<file path="config.mk">
export PLATFORM = sky130hd
export DESIGN_NAME = memory_arbiter
export DESIGN_NICKNAME = d
export VERILOG_FILES = /design/src/rtl/common_types_pkg.sv /design/src/rtl/memory_arbiter.sv
export SDC_FILE = /design/constraint.sdc
export NUM_CORES = 1
export LEC_CHECK = 0
export CAP_MARGIN = 0
export CORE_MARGIN = 2
export CORE_UTILIZATION = 30
export CTS_BUF_LIST = sky130_fd_sc_hd__clkbuf_8
export CTS_CLUSTER_DIAMETER = 40
export DETAILED_ROUTE_END_ITERATION = 10
export DONT_BUFFER_PORTS = 1
export SKIP_CTS_REPAIR_TIMING = 1
export SYNTH_ARGS = -nofsm -noshare
export SYNTH_HDL_FRONTEND = slang
export SYNTH_SLANG_ARGS = --single-unit
</file>
<file path="constraint.sdc">
create_clock -name CLK -period 7.3 [get_ports CLK]
set_input_delay 1.46 -clock CLK [delete_from_list [all_inputs] [get_ports CLK]]
set_output_delay 1.46 -clock CLK [all_outputs]
set_load 0.01 [all_outputs]
</file>
<file path="src/rtl/common_types_pkg.sv">
// Shared types for the memory arbiter: FSM state encoding and the native word.
package common_types_pkg;

  typedef enum logic [1:0] {
    IDLE  = 2'd0,
    DATA  = 2'd1,
    INSTR = 2'd2
  } arb_state_t;

  typedef logic [31:0] word_t;

endpackage

</file>
<file path="src/rtl/memory_arbiter.sv">
// Single-port RAM arbiter for instruction fetch and data access.
// Data requests win over fetches; a load/store returns ihit and dhit together.
module memory_arbiter #(
  parameter int ADDR_W = 32,
  parameter int DATA_W = 32
) (
  input  logic                  CLK,
  input  logic                  nRST,
  input  logic                  iREN,
  input  logic [ADDR_W-1:0]     iaddr,
  output logic                  ihit,
  output logic [DATA_W-1:0]     iload,
  input  logic                  dREN,
  input  logic                  dWEN,
  input  logic [ADDR_W-1:0]     daddr,
  input  logic [DATA_W-1:0]     dstore,
  input  logic [DATA_W/8-1:0]   dstrobe,
  output logic                  dhit,
  output logic [DATA_W-1:0]     dload,
  output logic                  ram_ren,
  output logic                  ram_wen,
  output logic [ADDR_W-1:0]     ram_addr,
  output logic [DATA_W-1:0]     ram_wdata,
  output logic [DATA_W/8-1:0]   ram_strobe,
  input  logic [DATA_W-1:0]     ram_rdata,
  input  logic                  ram_ready
);
  import common_types_pkg::*;

  arb_state_t                state_reg, state_next;
  logic [ADDR_W-1:0]         addr_reg, addr_next;
  logic [DATA_W-1:0]         wdata_reg, wdata_next;
  logic [DATA_W/8-1:0]       strobe_reg, strobe_next;
  logic                      write_reg, write_next;
  logic                      d_done_reg, d_done_next;
  logic [DATA_W-1:0]         dload_reg, dload_next;

  logic d_req;
  logic fetch_ok;

  assign d_req    = dREN | dWEN;
  assign fetch_ok = iREN && (iaddr == addr_reg);

  always_ff @(posedge CLK or negedge nRST) begin
    if (!nRST) begin
      state_reg  <= IDLE;
      addr_reg   <= '0;
      wdata_reg  <= '0;
      strobe_reg <= '0;
      write_reg  <= 1'b0;
      d_done_reg <= 1'b0;
      dload_reg  <= '0;
    end else begin
      state_reg  <= state_next;
      addr_reg   <= addr_next;
      wdata_reg  <= wdata_next;
      strobe_reg <= strobe_next;
      write_reg  <= write_next;
      d_done_reg <= d_done_next;
      dload_reg  <= dload_next;
    end
  end

  always_comb begin
    state_next  = state_reg;
    addr_next   = addr_reg;
    wdata_next  = wdata_reg;
    strobe_next = strobe_reg;
    write_next  = write_reg;
    d_done_next = d_done_reg;
    dload_next  = dload_reg;
    ram_ren     = 1'b0;
    ram_wen     = 1'b0;
    ram_addr    = '0;
    ram_wdata   = '0;
    ram_strobe  = '0;
    ihit        = 1'b0;
    iload       = '0;
    dhit        = 1'b0;
    dload       = '0;

    unique case (state_reg)
      IDLE: begin
        // d_done blocks re-issue so a completed store is never written twice
        if (d_req && !d_done_reg) begin
          state_next  = DATA;
          addr_next   = daddr;
          write_next  = dWEN;
          wdata_next  = dWEN ? dstore : '0;
          strobe_next = dWEN ? dstrobe : '1;
        end else if (iREN) begin
          state_next  = INSTR;
          addr_next   = iaddr;
          write_next  = 1'b0;
          wdata_next  = '0;
          strobe_next = '1;
        end
      end

      DATA: begin
        ram_ren    = !write_reg;
        ram_wen    = write_reg;
        ram_addr   = addr_reg;
        ram_wdata  = wdata_reg;
        ram_strobe = strobe_reg;
        if (ram_ready) begin
          dload_next = write_reg ? '0 : ram_rdata;
          if (iREN) begin
            state_next  = INSTR;
            addr_next   = iaddr;
            write_next  = 1'b0;
            wdata_next  = '0;
            strobe_next = '1;
            d_done_next = 1'b1;
          end else begin
            // front end halted: nobody will wait for ihit, so report data now
            state_next = IDLE;
            dhit       = d_req;
            dload      = (d_req && !write_reg) ? ram_rdata : '0;
          end
        end
      end

      INSTR: begin
        ram_ren    = 1'b1;
        ram_addr   = addr_reg;
        ram_wdata  = wdata_reg;
        ram_strobe = strobe_reg;
        if (ram_ready) begin
          state_next = IDLE;
          // a redirected or withdrawn fetch is dropped; d_done survives so
          // the pending data result is delivered with the refetch
          if (fetch_ok) begin
            ihit        = 1'b1;
            iload       = ram_rdata;
            dhit        = d_done_reg && d_req;
            dload       = (d_done_reg && d_req) ? dload_reg : '0;
            d_done_next = 1'b0;
          end
        end
      end

      default: state_next = IDLE;
    endcase

    if (!d_req) begin
      d_done_next = 1'b0;
    end
  end

endmodule

</file>
After elaboration in Yosys (flattened, before gate mapping)
Index checks and enable logic that the tools add are counted.

word-level totals
  flip-flop bits (word level) = 104
  output and inout port bits = 136

operators by class
  equal/unequal tests = 11
  multiplexer cells = 54
  bitwise gates (word level) = 1
  reduce and logical (&&, ||, !) cells = 13

operators with widths
  cell                                                   number
  two-way mux 32 bit                                     19
  case mux 32 bit (2 select lines)                       3
  equality test 32 bit                                   1
  two-way mux 4 bit                                      5
  two-way mux 1 bit                                      16
  inequality test 3 bit, second input constant           5
  two-way mux 2 bit                                      5
  case mux 1 bit (2 select lines)                        4
  case mux 4 bit (2 select lines)                        1
  case mux 2 bit (3 select lines)                        1
  AND reduction 5 bit                                    1
  logical AND 1 bit                                      4
  inequality test 2 bit, second input constant           2
  AND reduction 2 bit                                    2
  inequality test 3 x 1 -> 1 bit, second input constant  1
  AND reduction 3 bit                                    1
  equality test 2 x 1 -> 1 bit, second input constant    1
  equality test 2 bit, second input constant             1
  logical NOT 1 bit                                      2
  logical NOT 2 bit                                      1
  nonzero test 2 bit                                     1
  OR reduction 2 bit                                     1
  OR 1 bit                                               1

Depth between registers and ports, before layout
Gate-level depths: netlist of run 1.

  word-level depth = 6
  gate-level depth with buffers = 10
  depth with buffers taken out = 7

Worst setup path before layout of run 1
Ideal clock, no wire load.

  kind = in2out
  start point = in iaddr[16]
  end point = out dload[10]
  data arrival time = 2.850 ns
  setup slack = 2.990 ns
  stages on the path = 6
  path buffers = 1
  required time = 5.840 ns
  path through = xnor2_1 nand4_1 or3_4 nor4_4 buf_6 a22o_1

on the way
  cells in the longest elaborated chain, start to end = 5

ends and longest elaborated chain
  item                              RTL line               source
  from (decl)                       memory_arbiter.sv:10   input logic [ADDR_W-1:0] iaddr,
  equality test 32 bit              memory_arbiter.sv:42   assign fetch_ok = iREN && (iaddr == addr_reg);
  logical AND 1 bit                 memory_arbiter.sv:42
  two-way mux 32 bit                memory_arbiter.sv:133  if (fetch_ok) begin
  two-way mux 32 bit                memory_arbiter.sv:129  if (ram_ready) begin
  case mux 32 bit (2 select lines)  memory_arbiter.sv:82   unique case (state_reg)
  to (decl)                         memory_arbiter.sv:19   output logic [DATA_W-1:0] dload,

No other way between the ends.

Worst setup path after layout of run 1
  start point = in iaddr[19]
  end point = out iload[2]

on the way
  cells in the longest elaborated chain, start to end = 5

ends and longest elaborated chain
  item                  RTL line               source
  equality test 32 bit  memory_arbiter.sv:42
  logical AND 1 bit     memory_arbiter.sv:42
  two-way mux 32 bit    memory_arbiter.sv:133
  two-way mux 32 bit    memory_arbiter.sv:129
  two-way mux 32 bit    memory_arbiter.sv:82
  to (decl)             memory_arbiter.sv:12   output logic [DATA_W-1:0] iload,

No other way between the ends.

==> metrics.md, run 1 <==
| Metric | Value |
|---|---|
| Nets | `733` |
| Post-Route Utilization | `0.324` |
| Synth area leader | `dfrtp_1` |
| Hold path start | `dload_reg[11]` |
| Top-count cell post-synth | `dfrtp_1` |
| Flop pwr share | `0.384` |
| Num CTS Buffers | `9` |
| Top post-synthesis cells by count | `104 x dfrtp_1, 101 x and2_1, 85 x nand2_1` |
| Drt pass-1 iters | `5` |
| Die Height | `142 um` |
| Synth top area cells | `dfrtp_1 46%, and2_1 11%, a22o_1 10%` |
| Post-synthesis net count | `761` |
| Pin count of the biggest net entering global routing | `105` |
| # setup viols final | `0` |
| Setup slack, reg-to-reg | `4.14 ns` |
| Placed cells | `815` |
| ANT nets after route | `0` |
| CTS Root Cell | `clkbuf_8` |
| Netlist Area Pre-Place | `0.00569 mm2` |
| Clk buf depth | `2` |
| Max-slew violation count | `0` |
| R2R depth | `9` |
| Sw frac | `0.451` |
| Worst EP arrival | `3.67 ns` |
| Main synth FF type | `dfrtp_1` |
| Initial DRC count | `202` |
| Hold slack | `0.490 ns` |
| Die area | `0.0201 mm2` |
| Critical Path RT | `5.84 ns` |
| Crit-path slowest cell | `nor3_4` |
| Endpoints failing hold | `0` |
| Hold crit path type | `reg2reg` |
| GRT Overall Usage | `0.160` |
| Die Wd | `142 um` |
| Mapped Cells | `620` |
| Worst Tran Pin Value | `1.05 ns` |
| Yosys warns | `0` |
| Num ports | `274` |
| DRC Markers | `0` |
| Gp weighted congestion | `0.734` |
| Post-synthesis sequential area ratio | `0.458` |
| Net switching power | `1.20 mW` |
| VDD IR max | `163 uV` |
| R2r startpoint | `state_reg[1]` |
| Worst Hold Endpoint | `dload_reg[11]` |
| CTS tree | `built` |
| Crit path kind | `in2out` |
| Fin Clk Skew | `0.0105 ns` |
| Place WS | `1.98 ns` |
| Min cycle time layout | `5.13 ns` |
| Clock latency on the worst-skew pair | `0.38 ns` |
| Leakage | `2.58 nW` |
| Final worst slack | `2.17 ns` |
| Clock power frac | `0.135` |
| FF-to-FF End | `addr_reg[17]` |
| Post-route insts no fill | `832` |
| Status | `complete, no violations` |
| Hold depth | `2` |
| CP endpoint kind | `primary output` |
| Maximum net fanout on the critical path | `34` |
| Maxcap violations | `0` |
| Largest delay share family, worst path | `simple AND/OR/NAND/NOR gates` |
| PwrDens | `440 mW/mm2` |
| Bufs and invs on worst path | `0` |
| Grt ovf | `0` |
| Initial core utilization | `0.305` |
| Routed WL per cell | `19.8 um` |
| Vias in the first global route | `4169` |
| Final setup TNS | `0 ns` |
| RSZ-0062 raised after global routing | `no` |
| Via density | `5.30` |
| Core area | `0.0186 mm2` |
| Syn avg cell area | `9.17 um2` |
| Period utilization | `0.703` |
| Area grow syn2layout | `6.32%` |
| Asr flop ratio synth | `1.00` |
| Post-synth EDFFs | `0` |
| Synth unique cells | `34` |
| Final HPWL DP | `11300 um` |
| Port buffer count | `0` |
| Gate power share | `0.481` |
| First-pass GRT wire length | `24400 um` |
| Rows | `50` |
| Share of cells above drive strength 1 | `0.0603` |
| Share of the synthesized area in the top cell type | `0.458` |
| Vias post-DR | `4408` |
| Initial antenna violation count | `0` |
| Rel. slew slack | `0.302` |
| Critical Path, Cell by Cell | `xor2_1, nor4_1, nand4_1, nor3_4, and2_1` |
| CP peak stage delay | `0.89 ns` |
| CTS H-tree depth | `3` |
| Fillers | `1985` |
| CTS Sinks | `104` |
| FMAX | `0.195 GHz` |
| Register bit total from synthesis | `104` |
| Int Pwr | `1.46 mW` |
| Post-Route WL | `16500 um` |
| Crit start category | `input pin` |
| Clk slew on worst S/H paths | `0.11 ns` |
## worst register-to-register path, delay by kind of cell (launching register included)
kind,cells,cell delay [ns]
fa+ha+maj,1,0.37
flops,1,0.42
buf+inv,3,0.81
compound gates,3,0.72
simple gates,2,0.76
## cells by family (layout without fill, tap and decap cells)
kind of cell    count (synthesis)  count (layout)  share of synthesized area
fa+ha+maj                       3               3                    0.00660
xor+xnor                       32              32                     0.0493
buf+inv                        50              27                     0.0387
compound gates                154             154                      0.191
flops                         104             104                      0.458
other cells                     0               1                          0
simple gates                  277             277                      0.257
## layout by cell type (no fill, tap or decap), drive strengths merged, types with 6 or more instances in the layout
cell type / Yosys / layout
nand2b: 32 / 32
buf: 12 / 8
xor2: 20 / 20
inv: 3 / 6
dfrtp: 104 / 104
and2: 101 / 101
a22o: 65 / 65
a21oi: 10 / 10
nor4: 7 / 7
a31oi: 23 / 23
o21ai: 36 / 36
o22ai: 11 / 11
nand2: 85 / 85
clkbuf: 35 / 10
nor2: 37 / 37
xnor2: 12 / 12
## per-stage QoR
stage               total power, mW  instance area, um2
floorplan                      2.01                5690
global placement               2.31                5860
detailed placement             2.33                5860
CTS                            2.70                6040
global route                   2.88                6040
finish                         2.66                6040
## worst max-delay path by stage
| stage | startpoint | end | slack, ns | depth (start not counted) |
|---|---|---|---|---|
| 2_1_floorplan | iaddr[16] | dload[10] | 2.99 | 6 |
| 3_3_place_gp | iaddr[19] | iload[10] | 2.03 | 5 |
| 3_5_place_dp | iaddr[19] | iload[2] | 1.98 | 5 |
| 4_1_cts | iaddr[19] | iload[2] | 1.98 | 5 |
| 5_1_grt | iaddr[19] | iload[16] | 1.82 | 5 |
| 6_report | iaddr[19] | iload[2] | 2.17 | 5 |
## final cells by class
type	instances	area, um2	area share
Antenna cell	1	2.50	0.000414
Clock buffer	10	138	0.0228
Clock inverter	6	43.8	0.00724
Inverter	3	11.3	0.00186
Multi-Input combinational cell	466	2890	0.479
Sequential cell	104	2600	0.431
Tap cell	234	293	0.0484
Timing Repair Buffer	8	60.1	0.00994
## power by group through the flow
stage | logic [mW] | registers [mW] | clock network [mW]
after floorplan | 1.03 | 0.985 | 0
after detailed placement | 1.31 | 1.03 | 0
after global placement | 1.29 | 1.02 | 0
final | 1.28 | 1.02 | 0.359
after global routing | 1.42 | 1.06 | 0.401
after CTS | 1.30 | 1.02 | 0.378
## metal layers
layer / global-route usage / routed length (um) / vias to the layer above
met2: 0.259 / 7830 / 208
li1: - / - / 2066
met1: 0.205 / 7120 / 2118
met5: 0 / 0 / -
met4: 0.0589 / 281 / 0
met3: 0.0456 / 1290 / 16
No activity file was read; power rests on OpenSTA's default activity.
==> inputs of run 2 (changes only) <==
==> constraint.sdc (replaced) <==
create_clock -name CLK -period 4.21 [get_ports CLK]
set_input_delay 0.842 -clock CLK [delete_from_list [all_inputs] [get_ports CLK]]
set_output_delay 0.842 -clock CLK [all_outputs]
set_load 0.01 [all_outputs]
==> metrics.md, run 2 (synthesized netlist as in run 1, its figures left out) <==
| Metric | Value |
|---|---|
| Sw frac | `0.451` |
| Most frequent cells in the layout | `104 x dfrtp_1, 101 x and2_1, 84 x nand2_1` |
| Rows | `50` |
| Area grow syn2layout | `7.26%` |
| Share of cells above drive strength 1 | `0.0682` |
| Reg area | `0.00260 mm2` |
| Routed WL per cell | `19.5 um` |
| Rel. slew slack | `0.344` |
| Clk buf depth | `2` |
| FMAX | `0.276 GHz` |
| Clock latency on the worst-skew pair | `0.39 ns` |
| Crit start category | `input pin` |
| Pin count of the biggest net entering global routing | `105` |
| GR met1 Demand/Resource | `0.200` |
| Core area | `0.0186 mm2` |
| Vias in the first global route | `4031` |
| Int Pwr | `2.55 mW` |
| Fin Clk Skew | `0.0185 ns` |
| Gate power share | `0.469` |
| Drt pass-1 iters | `4` |
| Ant. Diodes | `0` |
| CTS H-tree depth | `3` |
| Endpoints failing hold | `0` |
| Gp weighted congestion | `0.730` |
| RSZ-0062 raised after global routing | `no` |
| Num CTS Buffers | `9` |
| Vias post-DR | `4346` |
| Multi-input gate area | `0.00289 mm2` |
| Hold crit path type | `in2async` |
| Initial antenna violation count | `0` |
| VDD IR max | `270 uV` |
| Initial DRC count | `224` |
| Grt peak-use layer | `met2` |
| Initial core utilization | `0.305` |
| Post-Route Utilization | `0.327` |
| Flop pwr share | `0.389` |
| Post-Route WL | `16300 um` |
| Clock power frac | `0.142` |
| Die Height | `142 um` |
| Final HPWL DP | `11400 um` |
| Die area | `0.0201 mm2` |
| Leakage | `2.61 nW` |
| Worst Tran Pin Value | `0.983 ns` |
| Net switching power | `2.10 mW` |
| Grt ovf | `0` |
| Fillers | `1922` |
| CTS tree | `built` |
| Maxcap violations | `0` |
| Num ports | `274` |
| Critical Path RT | `3.37 ns` |
| Met2 global-route usage | `0.255` |
| Worst EP arrival | `2.78 ns` |
| Commonest non-fill, non-tap cell in the layout | `dfrtp_1` |
| Final setup TNS | `0 ns` |
| DRC Markers | `0` |
| Status | `complete, no violations` |
| # setup viols final | `0` |
| First-pass GRT wire length | `23800 um` |
| GR Layer Usage met3 | `0.0472` |
| GRT Overall Usage | `0.156` |
| Via density | `5.20` |
| CTS Root Cell | `clkbuf_8` |
| Crit path kind | `in2out` |
| Period utilization | `0.860` |
| Die Wd | `142 um` |
| CTS Sinks | `104` |
| Min cycle time layout | `3.62 ns` |
| Nets | `737` |
| R2R depth | `9` |
| Max-slew violation count | `0` |
| Port buffer count | `0` |
| CP endpoint kind | `primary output` |
| Maximum net fanout on the critical path | `32` |
| Clk slew on worst S/H paths | `0.12 ns` |
| PwrDens | `762 mW/mm2` |
| ANT nets after route | `0` |
[run 2: path summary, 6_finish.rpt]
| check | to | start | slack [ns] |
|---|---|---|---|
| worst max-delay path | dload[12] | iaddr[8] | 0.59 |
| worst min-delay path | dload_reg[22] | nRST | 0.13 |
| worst max register to register | addr_reg[17] | state_reg[1] | 1.53 |
| worst min register to register | dload_reg[22] | dload_reg[22] | 0.49 |
| max in group asynchronous | addr_reg[27] | nRST | 3.92 |
| min in group CLK | dload_reg[22] | dload_reg[22] | 0.49 |
[run 2: power groups by stage]
stage	combinational, mW	clock, mW	sequential [mW]
2_1_floorplan	1.78	0	1.71
3_3_place_gp	2.19	0	1.82
3_5_place_dp	2.22	0	1.82
4_1_cts	2.22	0.697	1.81
5_1_grt	2.42	0.736	1.87
6_report	2.18	0.659	1.81
[run 2: area by class of cell]
cell class / instances / share of cell area
Clock buffer: 10 / 0.0226
Clock inverter: 6 / 0.0115
Inverter: 3 / 0.00185
Multi-Input combinational cell: 466 / 0.475
Sequential cell: 104 / 0.427
Tap cell: 234 / 0.0480
Timing Repair Buffer: 12 / 0.0148
[run 2: metrics by stage]
step	hold WS [ns]	std cells	cell area (um2)	setup WS (ns)	power (mW)
6_report	0.128	835	6100	0.588	4.65
5_1_grt	0.0837	835	6100	0.434	5.03
4_1_cts	0.0946	835	6100	0.526	4.72
3_5_place_dp	0.471	819	5890	0.532	4.04
3_3_place_gp	0.464	819	5890	0.602	4.01
2_1_floorplan	0.450	620	5690	1.14	3.49
[run 2: critical path, cell delays in order]
cell	delay, ns
xor2_1	0.14
nor4_1	0.53
nand4_1	0.36
nor4_4	0.28
buf_4	0.36
a22o_1	0.25
[run 2: routing by layer]
layer	share of wire	vias up	wire length [um]
met1	0.44	2063	7220
li1	-	2080	-
met5	0	-	0
met2	0.47	192	7660
met3	0.073	11	1200
met4	0.014	0	228
